`src/rtl/stream_parity_gen.sv`:
```
// stream_parity_gen: appends a masked word parity bit to each data word on a
// valid/ready stream and reports the parity of each whole frame on its last
// word.
// Optional macro STREAM_PARITY_CNT_EN adds a saturating per-frame word
// counter, which is reported on out_words.
module stream_parity_gen #(
    parameter int DATA_W = 8,
    parameter int CNT_W  = 16
) (
    input  logic              clk,
    input  logic              rst,
    input  logic              odd,
    input  logic              in_valid,
    output logic              in_ready,
    input  logic [DATA_W-1:0] in_data,
    input  logic [DATA_W-1:0] in_en,
    input  logic              in_last,
    output logic              out_valid,
    input  logic              out_ready,
    output logic [DATA_W:0]   out_data,
    output logic              out_last,
    output logic              frame_par
`ifdef STREAM_PARITY_CNT_EN
    ,
    output logic [CNT_W-1:0]  out_words
`endif
);

    localparam logic [0:0] IDLE     = 1'b0;
    localparam logic [0:0] IN_FRAME = 1'b1;

    // A nonsensical width leaves an empty marker block so the illegal
    // configuration is visible in the elaborated hierarchy.
    if (DATA_W < 1 || DATA_W > 64 || CNT_W < 1) begin : g_illegal_width
        logic illegal_width_marker;
    end

    // XOR of the data bits that the mask keeps. The parity sense is applied
    // separately.
    function automatic logic masked_xor(input logic [DATA_W-1:0] d,
                                        input logic [DATA_W-1:0] m);
        return ^(d & m);
    endfunction

    logic [0:0]      state_q, state_d;
    logic            acc_q, acc_d;
    logic            out_valid_q, out_valid_d;
    logic [DATA_W:0] out_data_q, out_data_d;
    logic            out_last_q, out_last_d;
    logic            fpar_q, fpar_d;
    logic            accept;
    logic            word_x;
    logic            acc_next;

    assign in_ready  = !out_valid_q || out_ready;
    assign accept    = in_valid && in_ready;
    assign word_x    = masked_xor(in_data, in_en);
    // The IDLE state means that no frame is open. A new frame therefore
    // starts from a clean accumulator.
    assign acc_next  = ((state_q == IDLE) ? 1'b0 : acc_q) ^ word_x;

    assign out_valid = out_valid_q;
    assign out_data  = out_data_q;
    assign out_last  = out_last_q;
    assign frame_par = fpar_q && out_valid_q && out_last_q;

    // Next-state logic for the output register, the accumulator and the frame FSM.
    always_comb begin
        state_d     = state_q;
        acc_d       = acc_q;
        out_valid_d = out_valid_q;
        out_data_d  = out_data_q;
        out_last_d  = out_last_q;
        fpar_d      = fpar_q;
        if (accept) begin
            out_valid_d = 1'b1;
            out_data_d  = {word_x ^ odd, in_data};
            out_last_d  = in_last;
            fpar_d      = in_last ? (acc_next ^ odd) : 1'b0;
            acc_d       = in_last ? 1'b0 : acc_next;
            state_d     = in_last ? IDLE : IN_FRAME;
        end else if (out_ready) begin
            out_valid_d = 1'b0;
        end
    end

    // Output register, accumulator and frame state. Reset clears all of them.
    always_ff @(posedge clk) begin
        if (rst) begin
            state_q     <= IDLE;
            acc_q       <= 1'b0;
            out_valid_q <= 1'b0;
            out_data_q  <= '0;
            out_last_q  <= 1'b0;
            fpar_q      <= 1'b0;
        end else begin
            state_q     <= state_d;
            acc_q       <= acc_d;
            out_valid_q <= out_valid_d;
            out_data_q  <= out_data_d;
            out_last_q  <= out_last_d;
            fpar_q      <= fpar_d;
        end
    end

`ifdef STREAM_PARITY_CNT_EN
    logic [CNT_W-1:0] cnt_q, cnt_d;
    logic [CNT_W-1:0] words_q, words_d;
    logic [CNT_W-1:0] cnt_inc;

    assign cnt_inc   = (cnt_q == {CNT_W{1'b1}}) ? cnt_q : cnt_q + CNT_W'(1);
    assign out_words = words_q;

    // Saturating count of words in the open frame. The total is reported on the last word only.
    always_comb begin
        cnt_d   = cnt_q;
        words_d = words_q;
        if (accept) begin
            if (in_last) begin
                words_d = cnt_inc;
                cnt_d   = '0;
            end else begin
                words_d = '0;
                cnt_d   = cnt_inc;
            end
        end
    end

    // Counter and out_words register. Reset discards a partial count.
    always_ff @(posedge clk) begin
        if (rst) begin
            cnt_q   <= '0;
            words_q <= '0;
        end else begin
            cnt_q   <= cnt_d;
            words_q <= words_d;
        end
    end
`endif

endmodule

```
`config.mk`:
```
export PLATFORM = sky130hd
export DESIGN_NAME = stream_parity_gen
export DESIGN_NICKNAME = d
export VERILOG_FILES = /design/src/rtl/stream_parity_gen.sv
export SDC_FILE = /design/constraint.sdc
export NUM_CORES = 1
export LEC_CHECK = 0
export BUFFER_PORTS_ARGS = -buffer_cell sky130_fd_sc_hd__buf_2
export CORE_MARGIN = 10
export CORE_UTILIZATION = 40
export CTS_BUF_LIST = sky130_fd_sc_hd__clkbuf_16
export CTS_CLUSTER_SIZE = 20
export DETAILED_ROUTE_END_ITERATION = 6
export GPL_ROUTABILITY_DRIVEN = 0
export PLACE_DENSITY = 0.69
export SLEW_MARGIN = 0
export SYNTH_ARGS = -nofsm -noshare
export SYNTH_HDL_FRONTEND = slang
export SYNTH_SLANG_ARGS = --single-unit
```
`constraint.sdc`:
```
create_clock -name clk -period 1.81 [get_ports clk]
set_input_delay 0.181 -clock clk [delete_from_list [all_inputs] [get_ports clk]]
set_output_delay 0.181 -clock clk [all_outputs]
set_load 0.02 [all_outputs]
```
* After elaboration in Yosys (flattened, before gate mapping) *
Cells that the tools add are included.

operators by class
  mux-type cells = 6
  bitwise logic cells = 4
  reduce and logical (&&, ||, !) cells = 7

operator list
  cell                 number
  $and A8 B8 Y8        1
  $reduce_xor A8 Y1    1
  $mux W1              6
  $logic_and A1 B1 Y1  3
  $xor A1 B1 Y1        3
  $reduce_bool A2 Y1   1
  $logic_not A1 Y1     1
  $logic_or A1 B1 Y1   1

storage, ports and cells
  bits in registers = 14
  input bits = 22
  logic and storage cells = 23

* Longest topological paths before layout *
Gate-level depths: netlist of the first run.

  word-level depth = 5
  mapped depth = 6
  depth with buffers taken out = 6

* Least setup slack after synthesis of the first run *
OpenSTA, ideal clock, no wires.

  path kind = reg-to-reg
  from = register out_valid_q, in the netlist out_valid
  to = register out_last_q, in the netlist out_last
  arrival = 1.360 ns
  path slack = 0.380 ns
  cell stages (with the launch flop) = 6
  buffers on the path = 1
  period minus slack after synthesis = 1.430 ns
  cells stage by stage = dfxtp_1 nand2b_1 nand2_1 clkbuf_1 nand2_1 a21oi_1

on the way
  cells in the longest elaborated chain, start to end = 3

RTL lines
  what                      RTL line  text
  start: declaration        47        logic out_valid_q, out_valid_d;
  start signal: assignment  99        out_valid_q <= out_valid_d;
  $logic_not A1 Y1          55        assign in_ready = !out_valid_q || out_ready;
  $logic_or A1 B1 Y1        55
  named net in_ready        14        output logic in_ready,
  $logic_and A1 B1 Y1       56        assign accept = in_valid && in_ready;
  end signal: assignment    101       out_last_q <= out_last_d;
  end: declaration          49        logic out_last_q, out_last_d;

The timed path passes the listed nets, and every way through them passes these cells.
A chain may end at the register's enable or synchronous reset.

* Final worst setup path of the first run *
  from = input in_data[5]
  to = register fpar_q

on the way
  cells in the longest elaborated chain, start to end = 5

RTL lines
  what                    RTL line  text
  start: declaration      15        input logic [DATA_W-1:0] in_data,
  $and A8 B8 Y8           42        return ^(d & m);
  $reduce_xor A8 Y1       42
  $xor A1 B1 Y1           60        assign acc_next = ((state_q == IDLE) ? 1'b0 : acc_q) ^ word_x;
  $xor A1 B1 Y1           79        fpar_d = in_last ? (acc_next ^ odd) : 1'b0;
  $mux W1                 79
  end signal: assignment  102       fpar_q <= fpar_d;
  end: declaration        50        logic fpar_q, fpar_d;

No other way between the ends.

==> flow_metrics.py, run 1 <==
metrics = {
    "place": {
        "dp_hpwl_um": 1420,
        "post-place-cells": 130,
        "pre_cts_ws_ps": 264,
        "dpl-instance-area_um2": 845,
        "port_buffers": 34,
    },
    "power_and_ir_drop": {
        "power_switching_uw": 253,
        "p_leak_uw": 0.000450,
        "pwr-share-seq": 0.354,
        "intPower_uw": 727,
        "max-vdd-ir-drop_v": 0.000730,
        "powerDensity_nw_per_um2": 1060,
        "p_clk_frac": 0.426,
        "pwr-share-comb": 0.220,
        "p_sw_frac": 0.258,
    },
    "drt": {
        "ant_nets": 0,
        "drc": 0,
        "wl_per_cell_um": 13.3,
        "drt_pre_antenna_iters": 4,
        "vias": 675,
        "routed_via_density": 5.04,
        "drtIter0Drc": 18,
        "totalWireLength_um": 1780,
    },
    "die": {
        "initial_core_util": 0.432,
        "fp.dieH_um": 60.6,
        "num_io_pins": 35,
        "core_um2": 1520,
        "die_x_um": 60.6,
        "die_area_um2": 3670,
        "rows": 14,
    },
    "clocking": {
        "clk_pin_slew_worst_paths_ps": 50,
        "cts_hold_buf": 0,
        "clock-sinks": 14,
        "clock_tree.root_cell": "clkbuf_16",
        "clk_path_buf_depth": 2,
        "post_cts_buffers": 0,
        "clock_latency_ps": 240,
        "numCtsBuffers": 3,
        "ctsResizeCount": 0,
        "tritoncts": "yes",
        "h-tree-depth": 1,
    },
    "finish": {
        "fin_area_um2": 923,
        "drive_gt1_frac": 0.339,
        "finalNonFillerCells": 134,
        "fin_nets": 141,
        "antennaDiodeCount": 0,
        "area_delta_synth_final_pct": 40.3,
    },
    "synthesis": {
        "ys_seq_elements": 14,
        "synth_nets": 104,
        "syn_inst": 82,
        "synth_area_um2": 658,
        "syn_avg_cell_area_um2": 8.03,
        "ys_types": 19,
        "ys_warn_count": 0,
        "ys_seq_area_frac": 0.426,
    },
    "sta": {
        "fin_crit_ps": 1280,
        "slew_headroom": 0.748,
        "tightestPinTransition_ps": 377,
        "slew_violations": 0,
        "clock-skew-final_ps": 1.06,
        "setup_viol": 0,
        "layout_setup_ws_ps": 528,
        "fmax_mhz": 780,
        "finalHoldViolations": 0,
        "tns_ps": 0,
        "period_share": 0.708,
        "rsz0062_at_grt": "no",
    },
    "worst_setup_path": {
        "crit_family": "XOR/XNOR gates",
        "startpoint_type": "input port",
        "slowest_stage": "xor3_1",
        "slowest_delay_ps": 370,
        "arrival_ps": 1460,
        "crit_top_cell": "xnor2_1",
        "cp_max_fo": 4,
        "worstSetupPathType": "input port to flip-flop",
        "required_ps": 1980,
        "cp_num_buf_inv": 1,
        "end_kind": "flip-flop",
        "crit_chain": "buf_2, nand2_1, xnor2_1, xnor2_1, xnor2_2, xor3_1, o21ai_1",
    },
    "global_routing": {
        "track_usage": 0.101,
        "grt_antenna_before_repair": 0,
        "grt_pass1_wl_um": 2930,
        "grt_max_degree": 16,
        "grt_pass1_vias": 699,
        "grt_overflow_total": 0,
    },
    "min_path": {
        "hold_path_class": "input port to flip-flop",
    },
    "outcome": {
        "status": "completed",
    },
    "run": {
        "cap_violations": 0,
    },
}
area by class of cell:
class                           count  area [µm²]
Clock buffer                        3        75.1
Sequential cell                    14         280
Tap cell                           16        20.0
Multi-Input combinational cell     62         355
Clock inverter                      1        3.75
Timing Repair Buffer               35         178
Fill cell                         145         601
Inverter                            3        11.3
cell usage after synthesis:
library cell,number,area [µm²]
a21oi_1,11,55.1
a32oi_1,1,8.76
and2_1,1,6.26
and3_1,1,6.26
clkbuf_1,3,11.3
dfxtp_1,14,280
inv_1,3,11.3
nand2_1,28,105
nand2b_1,1,6.26
nand3_1,3,15.0
nor2_1,2,7.51
nor4_1,1,6.26
o21ai_1,1,5.00
o31ai_1,1,7.51
o41ai_2,1,16.3
xnor2_1,7,61.3
xnor2_2,1,16.3
xor2_1,1,8.76
xor3_1,1,23.8
routing by layer:
metal	track usage	up-vias	part of all wire
met3	0.0459	3	0.11
met4	0.0376	0	0.012
met5	0	-	0
met2	0.159	31	0.44
li1	-	341	-
met1	0.117	300	0.44
worst paths after layout:
path | from | end | slack, ps | cells after the start
worst max-delay path | in_data[5] | fpar_q$_SDFFE_PP0P_ | 530 | 7
worst min-delay path | in_data[7] | out_data[7]$_SDFFE_PP0P_ | 190 | 3
worst max register to register | out_valid$_SDFFE_PP0P_ | acc_q$_SDFFE_PP0P_ | 560 | 5
worst min register to register | out_data[4]$_SDFFE_PP0P_ | out_data[4]$_SDFFE_PP0P_ | 450 | 2
power groups by stage:
| stage | clock (µW) | combinational, µW | sequential (µW) |
|---|---|---|---|
| after floorplan | 0 | 131 | 372 |
| after global placement | 0 | 213 | 351 |
| after detailed placement | 0 | 217 | 352 |
| after CTS | 420 | 218 | 347 |
| after global routing | 440 | 236 | 349 |
| final | 418 | 215 | 347 |
cells in the final DEF, fill, tap and decap left out, drive strengths merged:
| cell type | n |
|---|---|
| nand2 | 28 |
| a21oi | 11 |
| o41ai | 1 |
| buf | 35 |
| o21ai | 1 |
| dfxtp | 14 |
| nor2 | 2 |
| inv | 3 |
| nand2b | 1 |
| and3 | 1 |
| clkbuf | 3 |
| clkinv | 1 |
| xor2 | 1 |
| nand3 | 3 |
| o31ai | 1 |
| xnor2 | 8 |
| and2 | 1 |
| nor4 | 1 |
| xor3 | 1 |
| a32oi | 1 |
flip-flops by register name, indices dropped and copies added, names as in the netlist:
register	count
acc_q	1
fpar_q	1
out_data	9
out_last	1
out_valid	1
state_q	1
stage by stage:
stage | util | power (µW) | hold WS, ps
2_1_floorplan | - | 503 | 250
3_3_place_gp | 0.554 | 563 | 435
3_5_place_dp | 0.554 | 569 | 442
4_1_cts | 0.606 | 985 | 189
5_1_grt | 0.606 | 1030 | 191
6_report | 0.606 | 980 | 186
worst register-to-register path, stage by stage, from the launching register on:
cell	delay [ps]
dfxtp_1	340
nand2b_1	110
nand2_1	290
nor4_1	80
a32oi_1	200
o41ai_2	100
logic make-up (layout without fill, tap and decap cells):
logic type / after synthesis / count (layout) / share of synthesized area
AOI/OAI and AO/OA: 15 / 15 / 0.141
xor gates and xnor gates: 10 / 10 / 0.167
buffers and inverters: 6 / 42 / 0.0342
DFF: 14 / 14 / 0.426
and+or+nand+nor: 37 / 37 / 0.232
(Power assumes the default switching activity.)
==> inputs of run 2 (changes only) <==
Settings changed: ABC_AREA set to 1, PLACE_DENSITY 0.69 to 0.66.
Clock period 1.81 ns to 1.34 ns, I/O delays scaled along.
==> run 2 against run 1 <==
Compared with the run above: first-iteration DRC count up 28%; sequential power is 32% higher; clock power is 31% higher; hold slack got worse by 35 ps; die area up 11%; register-to-register slack worse by 330 ps; via count rose by 25%; clock-buffer cell count is the same; routed wire length is 15% higher; non-clock buffer count up 1; critical endpoint is now out_data[6]$_SDFFE_PP0P_; highest routed layer is now met3.
==> flow_metrics.py, run 2 <==
metrics = {
    "power_and_ir_drop": {
        "p_sw_frac": 0.264,
        "power_switching_uw": 334,
        "pwr-share-seq": 0.362,
        "max-vdd-ir-drop_v": 0.000704,
        "p_clk_frac": 0.432,
        "pwr-share-comb": 0.206,
        "intPower_uw": 934,
        "p_leak_uw": 0.000585,
        "powerDensity_nw_per_um2": 1220,
    },
    "synthesis": {
        "synth_area_um2": 769,
        "synth_top_flop_cell": "dfxtp_1",
        "synth_nets": 145,
        "ys_seq_area_frac": 0.364,
        "ys_seq_elements": 14,
        "yosysMostFrequentCell": "nand2_1",
        "yosysTopAreaCellShare": 0.364,
        "syn_inst": 123,
        "ys_types": 16,
        "synth_common_cells": "nand2_1 (52), dfxtp_1 (14), a21oi_1 (10), inv_1 (10), nand3_1 (8)",
        "ys_warn_count": 0,
        "syn_avg_cell_area_um2": 6.26,
        "synth-edff-count": 0,
        "async_reset_ff_frac": 0,
        "yosys.area.top_type": "dfxtp_1",
        "yosys-top-cells-area": "dfxtp_1 (36%), nand2_1 (25%), a21oi_1 (6.5%)",
    },
    "clocking": {
        "cts_hold_buf": 0,
        "clock_tree.root_cell": "clkbuf_16",
        "ctsResizeCount": 0,
        "h-tree-depth": 1,
        "numCtsBuffers": 3,
        "clock-sinks": 14,
        "post_cts_buffers": 0,
        "clk_path_buf_depth": 2,
        "clk_pin_slew_worst_paths_ps": 50,
        "clock_latency_ps": 240,
        "tritoncts": "yes",
    },
    "global_routing": {
        "track_usage": 0.0983,
        "grt_pass1_vias": 822,
        "grt_overflow_total": 0,
        "grt_pass1_wl_um": 3360,
        "grt_antenna_before_repair": 0,
        "grt_max_degree": 15,
    },
    "die": {
        "core_um2": 1780,
        "initial_core_util": 0.432,
        "num_io_pins": 35,
        "rows": 15,
        "die_area_um2": 4080,
        "fp.dieH_um": 63.9,
        "die_x_um": 63.9,
    },
    "worst_setup_path": {
        "reg2reg_depth": 6,
        "reg2reg_slack_ps": 230,
        "end_kind": "flip-flop",
        "arrival_ps": 1280,
        "r2r-end": "out_data[6]$_SDFFE_PP0P_",
        "critPathLaunch": "out_valid$_SDFFE_PP0P_",
        "timing.rr.start": "out_valid$_SDFFE_PP0P_",
        "cp_max_fo": 8,
        "required_ps": 1510,
        "worstSetupPathType": "flip-flop to flip-flop",
        "setup.worst_path.end": "out_data[6]$_SDFFE_PP0P_",
        "startpoint_type": "flip-flop",
    },
    "finish": {
        "area_delta_synth_final_pct": 35.6,
        "drive_gt1_frac": 0.346,
        "largest_reg_flops": 9,
        "antennaDiodeCount": 0,
        "final_cell_mix": "nand2_1 (52), buf_2 (34), dfxtp_1 (14)",
        "fin_nets": 183,
        "final_common_cell": "nand2_1",
    },
    "place": {
        "port_buffers": 34,
        "dp_hpwl_um": 1650,
    },
    "outcome": {
        "status": "completed",
    },
    "sta": {
        "tns_ps": 0,
        "clock-skew-final_ps": 1.94,
        "rsz0062_at_grt": "no",
        "slew_headroom": 0.815,
        "slew_violations": 0,
        "tightestPinTransition_ps": 278,
        "period_share": 0.832,
        "setup_viol": 0,
        "finalHoldViolations": 0,
        "hold_ws_ps": 151,
        "fin_crit_ps": 1110,
        "fmax_mhz": 897,
    },
    "drt": {
        "drc": 0,
        "vias": 846,
        "drtIter0Drc": 23,
        "wl_met2_um": 1100,
        "wl_met3_um": 112,
        "wl_met1_um": 827,
        "highest_layer": "met3",
        "ant_nets": 0,
        "totalWireLength_um": 2040,
        "routed_via_density": 4.60,
        "drt_pre_antenna_iters": 4,
        "wl_per_cell_um": 11.1,
    },
    "min_path": {
        "min_path_cells": 3,
        "hold_path_class": "input port to flip-flop",
    },
    "run": {
        "cap_violations": 0,
    },
}
[run 2: worst min path at each step]
stage,from,endpoint,slack [ps]
2_1_floorplan,rst,out_data[1]$_SDFFE_PP0P_,200
3_3_place_gp,in_data[2],out_data[2]$_SDFFE_PP0P_,400
3_5_place_dp,in_data[0],out_data[0]$_SDFFE_PP0P_,410
4_1_cts,in_data[0],out_data[0]$_SDFFE_PP0P_,160
5_1_grt,in_data[3],out_data[3]$_SDFFE_PP0P_,160
6_report,in_data[0],out_data[0]$_SDFFE_PP0P_,150
[run 2: critical path, stage by stage, from the launching register on]
cell	delay, ps
dfxtp_1	310
nand2_1	100
nand2_1	70
inv_1	210
buf_4	180
nand2_1	50
a21oi_1	120
[run 2: metrics by stage]
| step | std cells | worst slack (ps) | total power, µW | cell area [µm²] | utilization |
|---|---|---|---|---|---|
| floorplan | 123 | 33.0 | 639 | 769 | - |
| global placement | 181 | 168 | 721 | 968 | 0.543 |
| detailed placement | 181 | 107 | 729 | 968 | 0.543 |
| CTS | 184 | 219 | 1280 | 1040 | 0.585 |
| global route | 184 | 67.9 | 1330 | 1040 | 0.585 |
| finish | 184 | 225 | 1270 | 1040 | 0.585 |
[run 2: kinds of logic (layout without fill, tap and decap cells)]
| family | Yosys count | count (layout) | synth area share |
|---|---|---|---|
| xor+xnor | 1 | 1 | 0.0114 |
| buf+inv | 18 | 54 | 0.0959 |
| flops | 14 | 14 | 0.364 |
| simple gates | 78 | 78 | 0.442 |
| compound gates | 12 | 12 | 0.0862 |
[run 2: layer usage]
| metal | up-vias | GRT usage |
|---|---|---|
| met5 | - | 0 |
| met4 | 0 | 0.0574 |
| met3 | 0 | 0.0331 |
| met2 | 19 | 0.178 |
| met1 | 373 | 0.0948 |
| li1 | 454 | - |
[run 2: area by class of cell]
cell class              count  area, µm²
fillers                   184        739
multi-input cells          91        415
flip-flops and latches     14        280
repair buffers             36        185
clock buffers               3       75.1
inverters                  15       56.3
well taps                  25       31.3
[run 2: power by group through the flow]
stage                     clock, µW  sequential [µW]  combinational [µW]
after global placement            0              466                 255
after detailed placement          0              467                 262
after global routing            570              463                 293
after floorplan                   0              493                 146
after CTS                       553              460                 265
final                           548              459                 261
==> inputs of run 3 (changes only) <==
Settings changed: ABC_AREA 1 to 0, CORE_UTILIZATION 40 to 38, PLACE_DENSITY 0.66 to 0.68.
Clock period 1.34 ns to 0.93 ns, I/O delays scaled along.
==> run 3 against run 2 <==
Compared with the run above: the flow now finishes with violations (setup timing); non-clock buffer count is 9 higher; power is 67% higher; clock skew is 1.3 ps higher; clock power is 45% higher; sequential power is 47% higher; routed wire length is 23% higher; via count is 8.9% lower; register-to-register slack worse by 370 ps; hold slack worse by 43 ps; critical path type is now flip-flop to output port; critical endpoint is now frame_par; largest power group unchanged; highest routed layer is now met4.
==> flow_metrics.py, run 3 (synthesized netlist as in run 1, its figures left out) <==
metrics = {
    "drt": {
        "routed_via_density": 5.32,
        "drtIter0Drc": 20,
        "ant_nets": 0,
        "vias": 771,
        "drc": 0,
        "wl_per_cell_um": 17.3,
        "totalWireLength_um": 2510,
        "drt_pre_antenna_iters": 4,
    },
    "die": {
        "die_x_um": 61.6,
        "die_area_um2": 3800,
        "initial_core_util": 0.417,
        "fp.dieH_um": 61.6,
        "core_um2": 1580,
        "num_io_pins": 35,
        "rows": 14,
    },
    "finish": {
        "antennaDiodeCount": 0,
        "multi_input_comb_area_um2": 556,
        "n_fill_cell": 80,
        "final_cell_mix": "buf_6 (21), nand2_1 (15), buf_2 (15)",
        "final_common_cell": "buf_6",
        "fin_nets": 152,
        "fin_util": 0.852,
        "drive_gt1_frac": 0.651,
        "largest_reg_flops": 9,
        "fin_area_um2": 1340,
        "area_delta_synth_final_pct": 104,
        "register_area_um2": 284,
    },
    "place": {
        "dp_hpwl_um": 1550,
        "dpl-instance-area_um2": 942,
        "port_buffers": 34,
    },
    "clocking": {
        "tritoncts": "yes",
        "clk_pin_slew_worst_paths_ps": 50,
        "clock_tree.root_cell": "clkbuf_16",
        "h-tree-depth": 1,
        "numCtsBuffers": 3,
        "clock_latency_ps": 240,
        "clk_path_buf_depth": 2,
        "clock-sinks": 14,
    },
    "min_path": {
        "min_path_cells": 3,
        "hold_path_class": "input port to flip-flop",
    },
    "sta": {
        "fin_crit_ps": 1090,
        "tightestPinTransition_ps": 285,
        "hold_ws_ps": 108,
        "clock-skew-final_ps": 3.29,
        "finalHoldViolations": 0,
        "rsz0062_at_grt": "yes",
        "setup_viol": 11,
        "slew_violations": 0,
        "layout_setup_ws_ps": -157,
        "slew_headroom": 0.809,
        "period_share": 1.17,
        "fmax_mhz": 920,
    },
    "worst_setup_path": {
        "crit_chain": "buf_6, and3_4, buf_6",
        "worstSetupPathType": "flip-flop to output port",
        "slowest_delay_ps": 350,
        "arrival_ps": 990,
        "worst-path-stages": 3,
        "slowest_stage": "dfxtp_4",
        "crit_top_cell": "buf_6",
        "cp_max_fo": 2,
        "cp_num_buf_inv": 2,
        "end_kind": "output port",
        "startpoint_type": "flip-flop",
        "required_ps": 840,
        "reg2reg_depth": 5,
        "crit_family": "flip-flops",
    },
    "outcome": {
        "violations": "setup timing",
        "status": "complete, but fails checks",
    },
    "run": {
        "cap_violations": 0,
    },
    "global_routing": {
        "grt_pass1_wl_um": 3490,
        "track_usage": 0.122,
        "grt_max_degree": 11,
        "grt_overflow_total": 0,
        "grt_pass1_vias": 762,
        "grt_antenna_before_repair": 0,
    },
    "power_and_ir_drop": {
        "p_leak_uw": 0.000633,
        "max-vdd-ir-drop_v": 0.00115,
        "powerDensity_nw_per_um2": 1570,
    },
}
## run 3: cell count changes in the layout (fill, tap and decap cells not counted), sizes merged, moves of 6 or more
cell	delta
buf	+9
inv	-12
nand2	-30
nand3	-8
nor2	-6
xnor2	+7
## run 3: layout make-up
cell class | count | share of cell area
multi-input cells | 63 | 0.413
well taps | 16 | 0.0149
clock buffers | 3 | 0.0559
inverters | 3 | 0.00838
flip-flops and latches | 14 | 0.211
clock inverters | 1 | 0.00279
repair buffers | 45 | 0.293
## run 3: worst paths after layout
| check | startpoint | endpoint | slack, ps |
|---|---|---|---|
| worst max-delay path | out_valid$_SDFFE_PP0P_ | frame_par | -160 |
| worst min-delay path | in_data[3] | out_data[3]$_SDFFE_PP0P_ | 110 |
| worst max register to register | out_valid$_SDFFE_PP0P_ | acc_q$_SDFFE_PP0P_ | -140 |
| worst min register to register | out_data[6]$_SDFFE_PP0P_ | out_data[6]$_SDFFE_PP0P_ | 460 |
## run 3: worst register-to-register path, cell delays in order (launching register included)
cell	delay [ps]
dfxtp_4	360
nand2b_4	90
nand2_8	90
nor4_2	40
a32oi_1	220
o41ai_2	120
## run 3: timing repair
item,CTS,global route
hold buffers,0,0
cloned,1,1
pin swaps,4,9
setup buffers,0,2
resized for setup,35,28
setup endpoints to repair,12,16
## run 3: through the flow
step,total power [µW],cells,TNS (ps),setup slack (ps)
2_1_floorplan,989,82,-1060,-195
3_3_place_gp,1130,137,-930,-357
3_5_place_dp,1150,137,-1190,-429
4_1_cts,2050,142,-405,-151
5_1_grt,2200,145,-1730,-203
6_report,2110,145,-1030,-157
## run 3: per-layer routing
layer | wire, µm | GRT usage | vias to the layer above
met2 | 1280 | 0.189 | 37
met1 | 927 | 0.139 | 368
met4 | 17 | 0.0478 | 0
met3 | 288 | 0.0638 | 2
met5 | 0 | 0 | -
li1 | - | - | 364
## run 3: power breakdown
| group | switching, µW | total (µW) | internal [µW] |
|---|---|---|---|
| logic | 306 | 639 | 333 |
| clock network | 230 | 797 | 567 |
| registers | 29.1 | 677 | 648 |
| total | 565 | 2110 | 1550 |
